`src/rtl/pcpi_loader_pkg.sv`:
```
// Shared types and sizing for the PCPI instruction loader.
package pcpi_loader_pkg;

  localparam int NIB_W_DEF  = 4;
  localparam int INSN_W_DEF = 32;
  localparam int NIBBLES    = INSN_W_DEF / NIB_W_DEF;
  localparam int CNT_W      = $clog2(NIBBLES);

  typedef enum logic [1:0] {
    LOAD  = 2'd0,
    ISSUE = 2'd1,
    DRAIN = 2'd2
  } state_t;

endpackage

```
`src/rtl/nibble_shift_reg.sv`:
```
// Word register with nibble write-at-index, full-word load and nibble read-at-index.
module nibble_shift_reg
  import pcpi_loader_pkg::*;
#(
  parameter int DATA_W = INSN_W_DEF,
  parameter int NIB_W  = NIB_W_DEF
) (
  input  logic                              clk,
  input  logic                              clr,
  input  logic                              wr_en,
  input  logic [$clog2(DATA_W/NIB_W)-1:0]   wr_idx,
  input  logic [NIB_W-1:0]                  wr_nib,
  input  logic                              ld_en,
  input  logic [DATA_W-1:0]                 ld_data,
  input  logic [$clog2(DATA_W/NIB_W)-1:0]   rd_idx,
  output logic [NIB_W-1:0]                  rd_nib,
  output logic [DATA_W-1:0]                 q
);

  // Word storage: clear wins, then full load, then single-nibble write
  always_ff @(posedge clk) begin
    if (clr) begin
      q <= '0;
    end else if (ld_en) begin
      q <= ld_data;
    end else if (wr_en) begin
      q[wr_idx*NIB_W +: NIB_W] <= wr_nib;
    end
  end

  // Nibble read mux
  always_comb begin
    rd_nib = q[rd_idx*NIB_W +: NIB_W];
  end

endmodule

```
`src/rtl/pcpi_insn_loader.sv`:
```
// Nibble-serial front end for a PCPI coprocessor: assembles an instruction
// from pin nibbles, issues it with the valid/ready handshake, and returns a
// written-back result as nibbles.
// Optional build macro PCPI_LOADER_TIMEOUT_EN adds an ISSUE-state timeout
// with a sticky err flag.
module pcpi_insn_loader
  import pcpi_loader_pkg::*;
#(
  parameter int NIB_W   = NIB_W_DEF,
  parameter int INSN_W  = INSN_W_DEF,
  parameter int TIMEOUT = 255
) (
  input  logic              clk,
  input  logic              rst,
  input  logic              nib_valid,
  input  logic [NIB_W-1:0]  nib_data,
  output logic              nib_ready,
  output logic              pcpi_valid,
  output logic [INSN_W-1:0] pcpi_insn,
  input  logic              pcpi_ready,
  input  logic              pcpi_wr,
  input  logic              pcpi_wait,
  input  logic [INSN_W-1:0] pcpi_rd,
  output logic              res_valid,
  output logic [NIB_W-1:0]  res_data,
  input  logic              res_ready,
  output logic              busy,
  output logic              err
);

  localparam int NIBS = INSN_W / NIB_W;
  localparam int IDX_W = $clog2(NIBS);
  localparam logic [IDX_W-1:0] CNT_LAST = IDX_W'(NIBS - 1);

  if ((INSN_W % NIB_W) != 0 || TIMEOUT < 1) begin : g_bad_cfg
    $error("pcpi_insn_loader: INSN_W must be a multiple of NIB_W and TIMEOUT >= 1");
  end

  state_t           state_q, state_d;
  logic [IDX_W-1:0] count_q, count_d;
  logic             insn_wr;
  logic             res_ld;
  logic             err_set;
  logic             unused_wait;
  logic [NIB_W-1:0] unused_insn_nib;
  logic [INSN_W-1:0] unused_res_word;

  // pcpi_wait is status only; the handshake is driven purely by pcpi_ready
  assign unused_wait = pcpi_wait;

  nibble_shift_reg #(.DATA_W(INSN_W), .NIB_W(NIB_W)) u_insn (
    .clk     (clk),
    .clr     (rst),
    .wr_en   (insn_wr),
    .wr_idx  (count_q),
    .wr_nib  (nib_data),
    .ld_en   (1'b0),
    .ld_data ('0),
    .rd_idx  (count_q),
    .rd_nib  (unused_insn_nib),
    .q       (pcpi_insn)
  );

  nibble_shift_reg #(.DATA_W(INSN_W), .NIB_W(NIB_W)) u_result (
    .clk     (clk),
    .clr     (rst),
    .wr_en   (1'b0),
    .wr_idx  ('0),
    .wr_nib  ('0),
    .ld_en   (res_ld),
    .ld_data (pcpi_rd),
    .rd_idx  (count_q),
    .rd_nib  (res_data),
    .q       (unused_res_word)
  );

`ifdef PCPI_LOADER_TIMEOUT_EN
  localparam int TMR_W = $clog2(TIMEOUT + 1);
  localparam logic [TMR_W-1:0] TMR_LAST = TMR_W'(TIMEOUT - 1);

  logic [TMR_W-1:0] timer_q;
  logic             err_q;

  // ISSUE-cycle counter; restarts every time ISSUE is entered
  always_ff @(posedge clk) begin
    if (rst || state_q != ISSUE) begin
      timer_q <= '0;
    end else begin
      timer_q <= timer_q + 1'b1;
    end
  end

  // Sticky timeout flag, cleared only by reset
  always_ff @(posedge clk) begin
    if (rst) begin
      err_q <= 1'b0;
    end else if (err_set) begin
      err_q <= 1'b1;
    end
  end

  assign err = err_q;
`else
  assign err = 1'b0;
`endif

  // State and nibble counter registers
  always_ff @(posedge clk) begin
    if (rst) begin
      state_q <= LOAD;
      count_q <= '0;
    end else begin
      state_q <= state_d;
      count_q <= count_d;
    end
  end

  // Next-state logic and per-state strobes
  always_comb begin
    state_d = state_q;
    count_d = count_q;
    insn_wr = 1'b0;
    res_ld  = 1'b0;
    err_set = 1'b0;
    case (state_q)
      LOAD: begin
        if (nib_valid) begin
          insn_wr = 1'b1;
          if (count_q == CNT_LAST) begin
            count_d = '0;
            state_d = ISSUE;
          end else begin
            count_d = count_q + 1'b1;
          end
        end
      end
      ISSUE: begin
        if (pcpi_ready) begin
          if (pcpi_wr) begin
            res_ld  = 1'b1;
            state_d = DRAIN;
          end else begin
            state_d = LOAD;
          end
        end
`ifdef PCPI_LOADER_TIMEOUT_EN
        else if (timer_q == TMR_LAST) begin
          err_set = 1'b1;
          state_d = LOAD;
        end
`endif
      end
      DRAIN: begin
        if (res_ready) begin
          if (count_q == CNT_LAST) begin
            count_d = '0;
            state_d = LOAD;
          end else begin
            count_d = count_q + 1'b1;
          end
        end
      end
      default: begin
        state_d = LOAD;
        count_d = '0;
      end
    endcase
  end

  // Handshake outputs are pure decodes of the registered state
  always_comb begin
    nib_ready  = (state_q == LOAD);
    pcpi_valid = (state_q == ISSUE);
    res_valid  = (state_q == DRAIN);
    busy       = !((state_q == LOAD) && (count_q == '0));
  end

endmodule
```
`config.mk`:
```
export PLATFORM = sky130hd
export DESIGN_NAME = pcpi_insn_loader
export DESIGN_NICKNAME = d
export VERILOG_FILES = /design/src/rtl/pcpi_loader_pkg.sv /design/src/rtl/nibble_shift_reg.sv /design/src/rtl/pcpi_insn_loader.sv
export SDC_FILE = /design/constraint.sdc
export NUM_CORES = 1
export LEC_CHECK = 0
export CAP_MARGIN = 5
export CORE_UTILIZATION = 42
export DETAILED_ROUTE_END_ITERATION = 12
export HOLD_SLACK_MARGIN = 0.06
export PLACE_DENSITY = 0.71
export SLEW_MARGIN = 10
export SYNTH_ARGS = -nofsm -noshare
export SYNTH_HDL_FRONTEND = slang
export SYNTH_SLANG_ARGS = --single-unit
```
`constraint.sdc`:
```
create_clock -name clk -period 5.3 [get_ports clk]
set_clock_uncertainty 0.05 [all_clocks]
set_input_delay 1.06 -clock clk [delete_from_list [all_inputs] [get_ports clk]]
set_output_delay 1.06 -clock clk [all_outputs]
set_load 0.01 [all_outputs]
```
---- Word-level counts from Yosys, hierarchy flattened ----
Cells that the tools add are included.
operators by class
  mux-type cells .......................... 17
  shift operators ......................... 3
  bitwise operators ....................... 1
  add/subtract/negate cells ............... 2
  reductions and logical operators ........ 6
  equal/unequal tests ..................... 8
operators with widths
  operator                                                                  count
  5-bit negator with 34-bit output                                          1
  4-bit by 34-bit variable shift with 32-bit output (first input constant)  1
  4-bit by 34-bit indexed part select with 32-bit output                    1
  32-bit bitwise mux                                                        1
  32-bit by 6-bit indexed part select with 4-bit output                     1
  2-bit 2-to-1 mux                                                          6
  3-bit 2-to-1 mux                                                          3
  3-bit one-hot mux with 3 select lines                                     1
  2-bit by 1-bit inequality test with 1-bit output (second input constant)  4
  2-bit one-hot mux with 3 select lines                                     1
  1-bit 2-to-1 mux                                                          5
  5-bit AND reduction                                                       1
  3-bit by 1-bit adder with 3-bit output (second input constant)            1
  3-bit == test (second input constant)                                     1
  3-bit zero test                                                           1
  3-bit AND reduction                                                       1
  2-bit by 1-bit == test with 1-bit output (second input constant)          1
  2-bit == test (second input constant)                                     1
  2-bit zero test                                                           1
  2-bit inequality test (second input constant)                             1
  1-bit logical AND                                                         1
  1-bit zero test                                                           1
  1-bit inverter                                                            1
storage, ports and cells
  bits in registers ....................... 69
  input port bits ......................... 43

---- Logic depth before layout (Yosys ltp) ----
  word-level depth ........................ 4
  mapped depth ............................ 9

---- Hierarchy ----
From an unflattened synthesis, not the netlist that was laid out.
unflattened totals
  cells, all modules ...................... 463
  area, all modules ....................... 4192.8 um^2
by module, submodules not included
  module                       area each (um^2)  cells each  times used  sequential area each (um^2)
  nibble_shift_reg (u_insn)    1984.4            221         1           640.6
  nibble_shift_reg (u_result)  1860.5            202         1           640.6
  pcpi_insn_loader             347.8             40          1           100.1

---- Least setup slack after synthesis ----
OpenSTA, ideal clock, no wires.
  path type ............................... reg-to-output
  from .................................... reg count_q[0]
  to ...................................... out busy
  slack ................................... 2784 ps
  cell stages (with the launch flop) ...... 7
  required time ........................... 4190 ps
  path buffers ............................ 2
  arrival time ............................ 1406 ps
  cells stage by stage .................... dfxtp_1 > buf_4 > buf_2 > inv_1 > ha_1 > ha_1 > nand2_1
between the ends
  longest elaborated chain between the ends .. 3
ends and longest elaborated chain
  element                   RTL line                 RTL
  start: declaration        pcpi_insn_loader.sv:40   logic [IDX_W-1:0] count_q, count_d;
  start signal: assignment  pcpi_insn_loader.sv:114  count_q <= count_d;
  3-bit zero test           pcpi_insn_loader.sv:175  busy = !((state_q == LOAD) && (count_q == '0));
  1-bit logical AND         pcpi_insn_loader.sv:175
  1-bit zero test           pcpi_insn_loader.sv:175
  end: declaration          pcpi_insn_loader.sv:27   output logic busy,
No other way between the ends.

---- Final worst setup path ----
Same ends and word-level chain as after synthesis.

==> metrics.csv <==
metric,value,unit
hold_class,reg2reg,
n_fill_cell,612,
clk_path_buf_depth,2,
route.vias.total,2572,
die_y,87.7,µm
crit_top_cell,ha_1,
layout_min_cycle_time,3.80,ns
fin_util,59.4,%
ys_ff_latch,69,
grtUsageTotal,18.6,%
ios,84,
drtIter0Drc,105,
max_stage_delay,1.00,ns
syn_area,3090,µm²
end_kind,output pin,
worstSetupPathType,reg2out,
crit_slowest_cell,dfxtp_1,
cts_resized,0,
cp_cell_sequence,inv_1 -> ha_1 -> ha_1 -> nand2_1 -> clkdlybuf4s50_1,
drc,0,
synth.area.top_cells,"dfxtp_1 45%, nand2_1 10%, mux2i_1 9.1%, a21oi_1 6.5%, mux4_2 5.8%",
num_antenna_cells,0,
syn_inst,341,
clk_pin_slew,0.07,ns
start_util,44.5,%
syn_avg_cell_area,9.05,µm²
grt_max_degree,72,
grt_setup_unrepaired,no,
drt_pre_antenna_iters,4,
p_leak,1.49,nW
layout_common_cells,"84 x nand2_1, 80 x clkdlybuf4s50_1, 69 x dfxtp_1",
clock_latency,0.33,ns
h-tree-depth,3,
yosysWarningCount,0,
drive_gt1_share,7.51,%
synth_cell_types,34,
via_per_inst,5.05,
cts_root_buf,clkbuf_8,
timing.rr.start,count_q[0],
gp_congestion,0.763,
final_nets,456,
postCtsSetupRepairBufs,0,
clock_sinks,69,
ant_nets,0,
instances_no_fill,509,
max_clock_freq,0.263,GHz
grt_antenna_before_repair,0,
grt_overflow,0,
setup_violations,0,
placement.io_buffers,81,
wl,6860,µm
syn_to_final_growth,33.5,%
hold_violations,0,
max_slew_margin,24.9,%
dieWidth,87.7,µm
worst_hold_slack,0.401,ns
synth_top_cell_by_area,dfxtp_1,
yosysTopAreaCellShare,44.8,%
drv_slew,0,
fin_setup_tns,0,ns
dieArea,7700,µm²
syn-num-nets,389,
final_common_cell,nand2_1,
placed_cells,493,
peakVddDrop,180,µV
ctsHoldBuffers,0,
fp-row-count,30,
crit_arrival,2.69,ns
core_area,6940,µm²
dp.final_hpwl,4700,µm
period_share,71.7,%
status,"finished, final reports clean",
worstMarginPinSlew,1.13,ns
dpl_cell_area,3900,µm²
fin_area,4120,µm²
cts_made_buffers,9,
tritoncts,yes,
hold_start,u_result.q[30],
maxCapViolCount,0,
critPathLaunchType,flip-flop,
required,4.19,ns
crit_start,count_q[0],
grt_pass1_wl,11100,µm
grt_pass1_vias,2353,
critPathMaxFanout,24,
powerDensity,267,nW/µm²
ys_seq_area_share,44.8,%
wl_per_cell,13.5,µm
## worst max-delay path: cells and delay by family (launching register included)
kind / cells / cell delay (ns)
adder cells (fa/ha/maj): 2 / 0.54
buffers and inverters: 2 / 0.73
flip-flops: 1 / 1.00
AND/OR/NAND/NOR: 1 / 0.08
## cells by family (layout without fill, tap and decap cells)
| group | after synthesis | after routing | share of synthesized area [%] |
|---|---|---|---|
| simple gates | 151 | 151 | 24.9 |
| other cells | 1 | 1 | 0.121 |
| flops | 69 | 69 | 44.8 |
| fa+ha+maj | 5 | 5 | 2.03 |
| buf+inv | 29 | 101 | 4.38 |
| mux | 37 | 37 | 15.3 |
| compound gates | 49 | 49 | 8.51 |
## cell usage after synthesis, drive strengths merged
cell type	count
conb	1
ha	5
nand4b	3
mux2	1
and3	2
mux2i	28
buf	12
a21oi	40
nor4b	1
nor2	6
o31ai	4
nand4	4
nor4bb	1
o211ai	2
dfxtp	69
o21a	1
nor2b	3
and4b	1
and2b	1
nor3	2
nand2	84
mux4	8
inv	3
or3b	1
and4bb	1
clkbuf	14
or4b	2
nand2b	28
nor3b	3
nand3	8
o21ai	2
## where the power goes
| group | internal (W) | switching [W] | leakage (nW) |
|---|---|---|---|
| Combinational | 0.0000521 | 0.0000384 | 0.821 |
| Clock | 0.000289 | 0.000190 | 0.116 |
| Sequential | 0.000521 | 0.00000840 | 0.556 |
| Total | 0.000863 | 0.000237 | 1.49 |
## sequential cells by signal (all words and copies together), names as in the netlist
signal,cells
count_q,3
state_q,2
u_insn.q,32
u_result.q,32
## final timing paths
check | end | slack (ns) | cells after the start
setup reg to reg | u_insn.q[18] | 1.90 | 6
hold reg to reg | u_result.q[30] | 0.40 | 2
hold / removal | u_result.q[30] | 0.40 | 2
setup / recovery | busy | 1.50 | 5
## layout make-up
| class | instances | area, µm² | share of cell area, % |
|---|---|---|---|
| clock buffers | 12 | 155 | 3.76 |
| multi-input cells | 243 | 1570 | 38.1 |
| clock inverters | 4 | 70.1 | 1.70 |
| repair buffers | 82 | 813 | 19.7 |
| flip-flops and latches | 69 | 1380 | 33.5 |
| inverters | 3 | 11.3 | 0.273 |
| well taps | 96 | 120 | 2.91 |
## layer usage
| layer | GRT usage, % | wire length, µm | up-vias |
|---|---|---|---|
| met5 | 0 | 0 | - |
| met4 | 8.64 | 133 | 0 |
| met3 | 3.58 | 254 | 14 |
| met2 | 28.8 | 3280 | 75 |
| met1 | 25.2 | 3190 | 1190 |
| li1 | - | - | 1293 |
## per-stage QoR
| step | setup slack, ns | total power [W] |
|---|---|---|
| detailed placement | 1.86 | 0.000631 |
| floorplan | 2.78 | 0.000585 |
| finish | 1.50 | 0.00110 |
| CTS | 1.49 | 0.00111 |
| global placement | 1.88 | 0.000630 |
| global route | 1.27 | 0.00114 |
No activity file was read; power rests on OpenSTA's default activity.
